## src/rtl/addsub_serial.sv

```systemverilog
// addsub_serial: multi-cycle N-bit adder/subtractor, D bits per clock.
// Operands are captured on accept and shifted right one D-bit slice per
// cycle through a registered carry. When the last slice is done, the
// result and the N/Z/V/C condition codes are written together. The stored
// carry flag can seed the next operation for ADC/SBC chaining.
module addsub_serial #(
  parameter int N = 16,
  parameter int D = 4
) (
  input  logic         clock,
  input  logic         reset,
  input  logic         in_valid,
  output logic         in_ready,
  input  logic [N-1:0] x,
  input  logic [N-1:0] y,
  input  logic         sub,
  input  logic         cin_en,
  output logic         out_valid,
  input  logic         out_ready,
  output logic [N-1:0] result,
  output logic         ccn,
  output logic         ccz,
  output logic         ccv,
  output logic         ccc
);

  // Reject illegal widths at elaboration instead of building a broken datapath.
  if (N < 2 || D < 1 || D > N || (N % D) != 0) begin : g_bad_params
    $error("addsub_serial: need N >= 2, 1 <= D <= N and N %% D == 0 (N=%0d D=%0d)", N, D);
  end

  localparam int SLICES = N / D;
  localparam int CW     = (SLICES > 1) ? $clog2(SLICES) : 1;
  localparam logic [CW-1:0] LAST_SLICE = CW'(SLICES - 1);

  localparam logic [1:0] S_IDLE = 2'd0;
  localparam logic [1:0] S_RUN  = 2'd1;
  localparam logic [1:0] S_DONE = 2'd2;

  logic [1:0]    state_q, state_d;
  logic [CW-1:0] cnt_q, cnt_d;
  logic [N-1:0]  opa_q, opa_d;     // operand A, shifted right by D each slice
  logic [N-1:0]  opb_q, opb_d;     // operand B (already inverted for subtract)
  logic          carry_q, carry_d; // carry into the current slice
  logic [N-1:0]  acc_q, acc_d;     // result being assembled from the top down
  logic [N-1:0]  result_q, result_d;
  logic          ccn_q, ccn_d;
  logic          ccz_q, ccz_d;
  logic          ccv_q, ccv_d;
  logic          ccc_q, ccc_d;

  logic          accept;
  logic          last_slice;
  logic          msb_carry;
  logic [D:0]    slice_sum;
  logic [N+D-1:0] acc_cat;
  logic [N+D-1:0] opa_cat;
  logic [N+D-1:0] opb_cat;
  logic [N-1:0]  acc_shift;
  logic [N-1:0]  opa_shift;
  logic [N-1:0]  opb_shift;

  assign in_ready   = (state_q == S_IDLE) && !reset;
  assign out_valid  = (state_q == S_DONE);
  assign accept     = in_valid && in_ready;
  assign last_slice = (cnt_q == LAST_SLICE);

  assign result = result_q;
  assign ccn    = ccn_q;
  assign ccz    = ccz_q;
  assign ccv    = ccv_q;
  assign ccc    = ccc_q;

  // One D-bit slice of the ripple: low slice of each operand plus carry.
  assign slice_sum = {1'b0, opa_q[D-1:0]} + {1'b0, opb_q[D-1:0]} + {{D{1'b0}}, carry_q};
  // Carry into the slice MSB recovered from sum ^ a ^ b at that bit; on the
  // final slice this is c[N-1], the carry into the word's sign bit.
  assign msb_carry = slice_sum[D-1] ^ opa_q[D-1] ^ opb_q[D-1];

  // Concatenate-then-slice keeps the shifts legal even when D == N.
  assign acc_cat   = {slice_sum[D-1:0], acc_q};
  assign opa_cat   = {{D{1'b0}}, opa_q};
  assign opb_cat   = {{D{1'b0}}, opb_q};
  assign acc_shift = acc_cat[N+D-1:D];
  assign opa_shift = opa_cat[N+D-1:D];
  assign opb_shift = opb_cat[N+D-1:D];

  // Next-state and datapath control for IDLE -> RUN -> DONE.
  always_comb begin
    // NOTE: every signal gets a default first so no path leaves it unassigned (no latches).
    state_d  = state_q;
    cnt_d    = cnt_q;
    opa_d    = opa_q;
    opb_d    = opb_q;
    carry_d  = carry_q;
    acc_d    = acc_q;
    result_d = result_q;
    ccn_d    = ccn_q;
    ccz_d    = ccz_q;
    ccv_d    = ccv_q;
    ccc_d    = ccc_q;
    case (state_q)
      S_IDLE: begin
        if (accept) begin
          opa_d   = x;
          opb_d   = y ^ {N{sub}};
          carry_d = cin_en ? ccc_q : sub;
          cnt_d   = '0;
          state_d = S_RUN;
        end
      end
      S_RUN: begin
        opa_d   = opa_shift;
        opb_d   = opb_shift;
        acc_d   = acc_shift;
        carry_d = slice_sum[D];
        cnt_d   = cnt_q + 1'b1;
        if (last_slice) begin
          state_d  = S_DONE;
          result_d = acc_shift;
          ccc_d    = slice_sum[D];
          ccv_d    = slice_sum[D] ^ msb_carry;
          ccn_d    = acc_shift[N-1];
          ccz_d    = (acc_shift == '0);
        end
      end
      S_DONE: begin
        if (out_ready) begin
          state_d = S_IDLE;
        end
      end
      default: state_d = S_IDLE;
    endcase
  end

  // Control state and architecturally visible outputs, synchronously reset.
  always_ff @(posedge clock) begin
    // NOTE: sequential state uses non-blocking assignments so all registers update together.
    if (reset) begin
      state_q  <= S_IDLE;
      result_q <= '0;
      ccn_q    <= 1'b0;
      ccz_q    <= 1'b0;
      ccv_q    <= 1'b0;
      ccc_q    <= 1'b0;
    end else begin
      state_q  <= state_d;
      result_q <= result_d;
      ccn_q    <= ccn_d;
      ccz_q    <= ccz_d;
      ccv_q    <= ccv_d;
      ccc_q    <= ccc_d;
    end
  end

  // Working datapath registers, loaded on accept and shifted during RUN.
  always_ff @(posedge clock) begin
    // NOTE: no reset here; these are always loaded on accept before being read.
    opa_q   <= opa_d;
    opb_q   <= opb_d;
    carry_q <= carry_d;
    acc_q   <= acc_d;
    cnt_q   <= cnt_d;
  end

endmodule

```

## config.mk

```make
export PLATFORM = sky130hd
export DESIGN_NAME = addsub_serial
export DESIGN_NICKNAME = d
export VERILOG_FILES = /design/src/rtl/addsub_serial.sv
export SDC_FILE = /design/constraint.sdc
export NUM_CORES = 1
export LEC_CHECK = 0
export ABC_AREA = 1
export CAP_MARGIN = 20
export CELL_PAD_IN_SITES_DETAIL_PLACEMENT = 2
export CELL_PAD_IN_SITES_GLOBAL_PLACEMENT = 2
export CORE_ASPECT_RATIO = 0.8
export CORE_MARGIN = 5
export CORE_UTILIZATION = 34
export CTS_BUF_LIST = sky130_fd_sc_hd__clkbuf_4 sky130_fd_sc_hd__clkbuf_8 sky130_fd_sc_hd__clkbuf_16
export DETAILED_ROUTE_END_ITERATION = 10
export MAX_ROUTING_LAYER = met4
export PLACE_DENSITY = 0.92
export REMOVE_ABC_BUFFERS = 1
export SLEW_MARGIN = 20
export SYNTH_ARGS = -nofsm -noshare
export SYNTH_HDL_FRONTEND = slang
export SYNTH_SLANG_ARGS = --single-unit
export TNS_END_PERCENT = 20
```

## constraint.sdc

```tcl
create_clock -name clock -period 5.9 [get_ports clock]
set_clock_uncertainty 0.1 [all_clocks]
set_input_delay 1.18 -clock clock [delete_from_list [all_inputs] [get_ports clock]]
set_output_delay 1.18 -clock clock [all_outputs]
set_load 0.02 [all_outputs]
```

Yosys cells after proc, flatten, opt, wreduce, memory -nomap -nowiden

Cells that the tools add are included.

Add/subtract/negate cells: 3
Equal/unequal tests: 6
Multiplexer cells: 13
Bitwise operators: 4
Reductions and logical operators: 9

Operators by type and width:

| operator              | count |
|---|---|
| $pmux W16 S2          | 2 |
| $mux W16              | 2 |
| $logic_not A16 Y1     | 1 |
| $xor A16 B16 Y16      | 1 |
| $mux W2               | 4 |
| $pmux W2 S3           | 1 |
| $add A4 B4 Y5         | 1 |
| $add A5 B1 Y5         | 1 |
| $eq A2 B2 Y1 const B  | 2 |
| $ne A2 B2 Y1 const B  | 2 |
| $pmux W2 S2           | 1 |
| $reduce_and A2 Y1     | 2 |
| $reduce_and A3 Y1     | 1 |
| $xor A1 B1 Y1         | 3 |
| $add A2 B1 Y2 const B | 1 |
| $eq A2 B1 Y1 const B  | 1 |
| $logic_and A1 B1 Y1   | 2 |
| $logic_not A2 Y1      | 1 |
| $mux W1               | 2 |
| $ne A2 B1 Y1 const B  | 1 |
| $pmux W1 S2           | 1 |
| $reduce_bool A2 Y1    | 1 |
| $logic_not A1 Y1      | 1 |

Register bits: 73
Input bits: 38
Output and inout port bits: 22
Logic and storage cells: 46

Logic depth before layout (Yosys ltp)

Gate-level depths: netlist (run 1).

Word-level depth: 5
Gate-level depth with buffers: 11
Mapped depth without buffers: 11

Worst setup path before layout (run 1)

OpenSTA, ideal clock, no wires.

Kind: input-to-reg
Start: input port reset
End: register carry_q (enable)
Library setup time: 0.393 ns
Data arrival time: 2.805 ns
Data required time: 5.407 ns
Setup slack: 2.602 ns
Cell stages on the path: 4
Path buffers: 1
Cells stage by stage: clkbuf_1 nor3_1 nand2_1 nand2_1

Word-level cells in the longest chain between the ends: 5

Ends and longest elaborated chain:

| item                        | line | RTL |
|---|---|---|
| start, declared             | 11   | `input logic reset,` |
| $logic_not A1 Y1            | 63   | `assign in_ready = (state_q == S_IDLE) && !reset;` |
| $logic_and A1 B1 Y1         | 63   |  |
| via in_ready                | 13   | `output logic in_ready,` |
| $logic_and A1 B1 Y1         | 65   | `assign accept = in_valid && in_ready;` |
| $ne A2 B2 Y1 (no line)      | --   |  |
| $reduce_and A2 Y1 (no line) | --   |  |
| end signal, assigned        | 161  | `carry_q <= carry_d;` |
| end, declared               | 44   | `logic carry_q, carry_d;` |

The timed path passes the listed nets, and every way through them passes these cells.
A chain may end at the register's enable or synchronous reset.

Worst setup path in the final report (run 1)

Start: input port reset
End: output port in_ready

Word-level cells in the longest chain between the ends: 2

Ends and longest elaborated chain:

| item                | line |
|---|---|
| $logic_not A1 Y1    | 63 |
| $logic_and A1 B1 Y1 | 63 |
| end, declared       | 13 |

Every way passes these cells.

==> results of run 1 <==
-- critical path: stages --
cell and delay, ns:
clkdlybuf4s50_1 0.76, nor3_1 0.36, clkdlybuf4s50_1 0.67
-- stage by stage --
stage            util  power, mW  cell area [sq um]  hold slack, ns
3_5_place_dp   0.4261     0.7353               3598          0.3669
2_1_floorplan       -     0.6633               2860          0.3483
4_1_cts        0.4473      1.092               3777          0.3777
5_1_grt        0.4473      1.134               3777          0.4033
6_report       0.4473      1.077               3777          0.3721
3_3_place_gp   0.4261     0.7213               3598          0.3519
-- Yosys cell counts --
cell type	instances
buf_6	1
nor2_2	1
nand2_1	93
nor3_1	3
nand3_1	5
nand2_2	1
a21oi_1	17
o211ai_1	1
nand2_4	1
o21ai_0	16
edfxtp_1	47
xor2_1	1
xnor2_1	18
inv_2	2
nand3_2	1
ha_1	4
buf_2	6
inv_1	16
fa_1	2
nor2_1	21
nand4_1	2
dfxtp_1	21
mux2i_1	1
o21a_1	1
clkbuf_1	4
buf_4	3
-- report_power, final --
group | total (mW) | leakage, nW | switching (mW) | internal (mW)
Clock | 0.351 | 0.0987 | 0.168 | 0.183
Sequential | 0.574 | 0.617 | 0.0168 | 0.557
Combinational | 0.152 | 0.707 | 0.0876 | 0.0640
-- registers in the layout (all words and copies together) (netlist names), 2 cells and up --
| signal | flops |
|---|---|
| cnt_q | 2 |
| opb_q | 16 |
| state_q | 2 |
| result | 16 |
| opa_q | 16 |
| acc_q | 12 |
-- cells by family (layout without fill, tap and decap cells) --
kind of cell	count (synthesis)	count (layout)	share of synthesized area
flip-flops	68	68	0.6232
AND/OR/NAND/NOR	128	128	0.1750
adder cells (fa/ha/maj)	6	6	0.03065
multiplexers	1	1	0.003406
AO/OA/AOI/OAI	35	35	0.06131
XOR/XNOR	19	19	0.05662
buffers and inverters	32	94	0.04981
-- area by class of cell --
class	count	area share
clock buffer	14	0.04439
clock inverter	2	0.002981
inverter	18	0.01789
multi-input combinational	189	0.2544
sequential	68	0.4849
tap	112	0.03710
timing repair buffer	60	0.1583
-- layout by cell type (no fill, tap or decap) --
master,n
inv_1,16
inv_4,1
nand3_2,1
inv_2,2
fa_1,2
clkbuf_8,10
nand3_1,5
nand2_2,1
mux2i_1,1
clkinv_2,1
nand4_1,2
clkbuf_4,4
o211ai_1,1
o21ai_0,16
a21oi_1,17
edfxtp_1,47
nor2_2,1
dfxtp_1,21
clkdlybuf4s50_1,59
nand2_4,1
xor2_1,1
nor2_1,21
nand2_1,93
nor3_1,3
o21a_1,1
xnor2_1,18
buf_4,1
ha_1,4
-- worst paths after layout --
check | to | slack (ns) | depth (start not counted)
worst max-delay path | in_ready | 1.64 | 3
worst min register to register | result[3] | 0.37 | 2
worst min-delay path | result[3] | 0.37 | 2
worst max register to register | ccv | 3.06 | 9
-- layer usage --
metal  GRT usage  vias up  routed length [microns]
li1            -     1054                        -
met1      0.1590     1092                     2939
met2      0.2861       56                     4037
met3     0.04528        7                      328
met4     0.04154        0                       74
met5           -        -                        0
==> results.json, run 1 <==
{
  "cts_tree": "done",
  "critPathKind": "primary input to output pin",
  "hold_violations": 0,
  "cts_resized": 0,
  "grt_overflow": 0,
  "ys_types": 26,
  "crit_required_ns": 4.62,
  "ir_worst_vdd_mv": 0.1152,
  "setup-violations-final": 0,
  "fp-row-count": 30,
  "cts-htree-levels": 3,
  "seq_area_frac_synth": 0.6232,
  "outcome": "complete, no violations",
  "track_usage": 0.1542,
  "dp_cells": 447,
  "drtIter0Drc": 48,
  "numCtsBuffers": 9,
  "num_antenna_cells": 0,
  "drc": 0,
  "p_leak_nw": 1.422,
  "startpoint_type": "primary input",
  "antenna_found_initial": 0,
  "period_needed_ns": 4.257,
  "core_area_sq_um": 8446,
  "clock_sinks": 68,
  "setup_ws_ns": 1.644,
  "fp.dieH_microns": 93.16,
  "fill_cells": 906,
  "clk_pin_slew_ns": 0.07,
  "netlist_area_sq_um": 2939,
  "cts_root_buf": "clkbuf_8",
  "nets": 390,
  "startpoint": "reset",
  "io_buffers": 59,
  "endpoint_kind": "output pin",
  "grt_pass1_wl_microns": 12210,
  "hold_class": "register to register",
  "die_x_microns": 114.0,
  "drt_wl_total_microns": 7380,
  "regArea_sq_um": 1832,
  "yosysTopAreaCellShare": 0.4802,
  "initial_utilization": 0.3480,
  "finalCritPeriodShare": 0.7214,
  "min_from": "result[3]",
  "rsz0062_at_grt": "no",
  "clk_latency_ns": 0.35,
  "relSlewSlack": 0.3204,
  "pre_cts_ws_ns": 1.605,
  "power-per-cell-area_nw_per_um2": 285.1,
  "ctsHoldBuffers": 0,
  "post_route_cells_drive_above_1_share": 0.06553,
  "ys_top_cells_by_area": "edfxtp_1, dfxtp_1, nand2_1",
  "r2r-start": "state_q[1]",
  "fmax_mhz": 234.9,
  "hpwl_microns": 5109,
  "tns_ns": 0,
  "wl_per_cell_microns": 15.94,
  "synth_top_cell_by_area": "edfxtp_1",
  "cts_post_setup_buffers_inserted": 0,
  "firstDrtPassIters": 4,
  "drv_cap": 0,
  "finalMaxSlewViolations": 0,
  "synthToLayoutAreaGrowth_pct": 28.52,
  "cts_buffer_depth": 2,
  "synth_area_per_cell_sq_um": 10.17,
  "final_cells": 463,
  "synth-seq-cells": 68,
  "synthCells": 289,
  "arrival_ns": 2.98,
  "grt_max_degree": 60,
  "cp_max_fo": 19,
  "io_pins": 60,
  "multi_input_area_sq_um": 960.9,
  "grt_pass1_vias": 2498,
  "ys_warn_count": 0,
  "tightest_slew_ns": 1.018,
  "vias_per_cell": 4.771,
  "num_vias": 2209,
  "gp_congestion": 0.7386,
  "antenna_left": 0,
  "dieArea_sq_um": 10620
}
Note: power is estimated with default switching activity, not from simulation.
==> inputs of run 2 (changes only) <==
--- a/config.mk
+++ b/config.mk
@@ -11,11 +11,11 @@
 export CELL_PAD_IN_SITES_GLOBAL_PLACEMENT = 2
 export CORE_ASPECT_RATIO = 0.8
 export CORE_MARGIN = 5
-export CORE_UTILIZATION = 34
+export CORE_UTILIZATION = 29
 export CTS_BUF_LIST = sky130_fd_sc_hd__clkbuf_4 sky130_fd_sc_hd__clkbuf_8 sky130_fd_sc_hd__clkbuf_16
 export DETAILED_ROUTE_END_ITERATION = 10
 export MAX_ROUTING_LAYER = met4
-export PLACE_DENSITY = 0.92
+export PLACE_DENSITY = 0.84
 export REMOVE_ABC_BUFFERS = 1
 export SLEW_MARGIN = 20
 export SYNTH_ARGS = -nofsm -noshare
==> constraint.sdc (replaced) <==
create_clock -name clock -period 3.5 [get_ports clock]
set_clock_uncertainty 0.1 [all_clocks]
set_input_delay 0.7 -clock clock [delete_from_list [all_inputs] [get_ports clock]]
set_output_delay 0.7 -clock clock [all_outputs]
set_load 0.02 [all_outputs]
==> run 2 against run 1 <==
Net effect:
- die area grew 15%
- clock power grew 130%
- global-route usage decreased by 2.1 points
- non-clock buffer count grew 2
- combinational power rose by 66%
- wire length is 2.1% lower
- total power grew 89%
- critical path depth is the same
- worst setup slack worse by 1.0 ns
==> results.json, run 2 (same netlist as run 1, synthesis figures left out) <==
{
  "firstDrtPassIters": 4,
  "hpwl_microns": 5209,
  "relSlewSlack": 0.3588,
  "endpoint_kind": "output pin",
  "intPower_mw": 1.555,
  "grt_pass1_vias": 2472,
  "p_sw_uw": 484.4,
  "fill_cells": 1077,
  "p_clk_frac": 0.403,
  "final_util": 0.4005,
  "finalMaxSlewViolations": 0,
  "cts-htree-levels": 3,
  "cts_root_buf": "clkbuf_16",
  "grt_pass1_wl_microns": 12050,
  "cts_resized": 0,
  "vias_per_cell": 4.444,
  "initial_utilization": 0.3008,
  "hold_violations": 0,
  "p_seq_frac": 0.474,
  "critPathKind": "primary input to output pin",
  "cp_common_cell": "clkdlybuf4s50_1",
  "post_route_cells_drive_above_1_share": 0.06799,
  "finalCritPeriodShare": 0.8183,
  "crit_required_ns": 2.70,
  "drv_cap": 0,
  "antenna_left": 0,
  "gp_congestion": 0.8059,
  "cts_buffer_depth": 2,
  "rsz0062_at_grt": "no",
  "ir_worst_vdd_mv": 0.2434,
  "startpoint_type": "primary input",
  "wl_per_cell_microns": 14.78,
  "drt_wl_total_microns": 7227,
  "layout_commonest_cell": "nand2_1",
  "die_x_microns": 122.6,
  "p_leak_nw": 1.472,
  "numCtsBuffers": 9,
  "track_usage": 0.1328,
  "slowest_stage": "clkdlybuf4s50_1",
  "drtIter0Drc": 123,
  "drc": 0,
  "cts_post_setup_buffers_inserted": 0,
  "hold_class": "register to register",
  "switching_share": 0.2375,
  "core_area_sq_um": 9769,
  "num_antenna_cells": 0,
  "cts_tree": "done",
  "nets": 392,
  "dp_cells": 473,
  "fp.dieH_microns": 100.0,
  "ctsHoldBuffers": 0,
  "slowest_delay_ns": 0.67,
  "num_vias": 2173,
  "synthToLayoutAreaGrowth_pct": 33.12,
  "io_buffers": 59,
  "dieArea_sq_um": 12260,
  "grt_max_degree": 36,
  "power-per-cell-area_nw_per_um2": 521.3,
  "clk_latency_ns": 0.33,
  "outcome": "complete, no violations",
  "fmax_mhz": 349.2,
  "io_pins": 60,
  "fp-row-count": 32,
  "setup-violations-final": 0,
  "grt_overflow": 0,
  "period_needed_ns": 2.864,
  "cp_max_fo": 2,
  "clock_sinks": 68,
  "tns_ns": 0,
  "final_cell_mix": "nand2_1, clkdlybuf4s50_1, edfxtp_1, nor2_1, dfxtp_1",
  "arrival_ns": 2.06,
  "clk_pin_slew_ns": 0.05,
  "p_comb_frac": 0.124,
  "final_cells": 489,
  "tightest_slew_ns": 0.9588,
  "crit_chain": "clkdlybuf4s50_1 -> nor3_1 -> clkdlybuf4s50_1",
  "antenna_found_initial": 0
}
==> run 2: changes by cell type in the layout (fill, tap and decap cells not counted) <==
cell       delta
buf_4         +2
inv_4         -1
clkinv_1      +1
clkinv_2      +1
clkbuf_8     -10
clkbuf_16     +9
==> run 2: area by class of cell <==
type / instances / area [sq um] / share of cell area
repair buffers: 62 / 613.1 / 0.1567
clock inverters: 3 / 13.76 / 0.003518
multi-input cells: 189 / 960.9 / 0.2456
inverters: 18 / 67.56 / 0.01727
well taps: 136 / 170.2 / 0.04349
flip-flops and latches: 68 / 1832 / 0.4682
clock buffers: 13 / 255.2 / 0.06524
==> run 2: stage by stage <==
stage	cell area, sq um	hold slack, ns	power, mW	setup WS (ns)
2_1_floorplan	2860	0.3483	1.118	0.8737
3_3_place_gp	3643	0.3513	1.218	0.6471
3_5_place_dp	3643	0.3607	1.241	0.6258
4_1_cts	3913	0.3692	2.076	0.6176
5_1_grt	3913	0.3987	2.147	0.5865
6_report	3913	0.3641	2.040	0.6359
==> run 2: critical path, delay by kind of cell <==
family                 cells  cell delay (ns)
buffers and inverters      2             1.13
and+or+nand+nor            1             0.24
==> run 2: power by group through the flow <==
stage / clock (mW) / sequential [mW] / combinational [mW]
finish: 0.822 / 0.966 / 0.252
global placement: 0 / 0.979 / 0.240
global route: 0.889 / 0.972 / 0.285
CTS: 0.849 / 0.967 / 0.260
detailed placement: 0 / 0.983 / 0.257
floorplan: 0 / 0.981 / 0.137
==> run 2: worst paths after layout <==
check	from	endpoint	slack [ns]	cells past startpoint
min	result[5]	result[5]	0.36	2
min reg2reg	result[5]	result[5]	0.36	2
max reg2reg	state_q[1]	ccv	1.21	9
max	reset	in_ready	0.64	3
==> run 2: metal layers <==
layer  up-vias  part of all wire  global-route usage
met5         -                 0                   -
met2        53              0.52              0.2314
met3        11             0.056             0.05634
li1       1064                 -                   -
met4         0             0.013             0.02582
met1      1045              0.41              0.1421
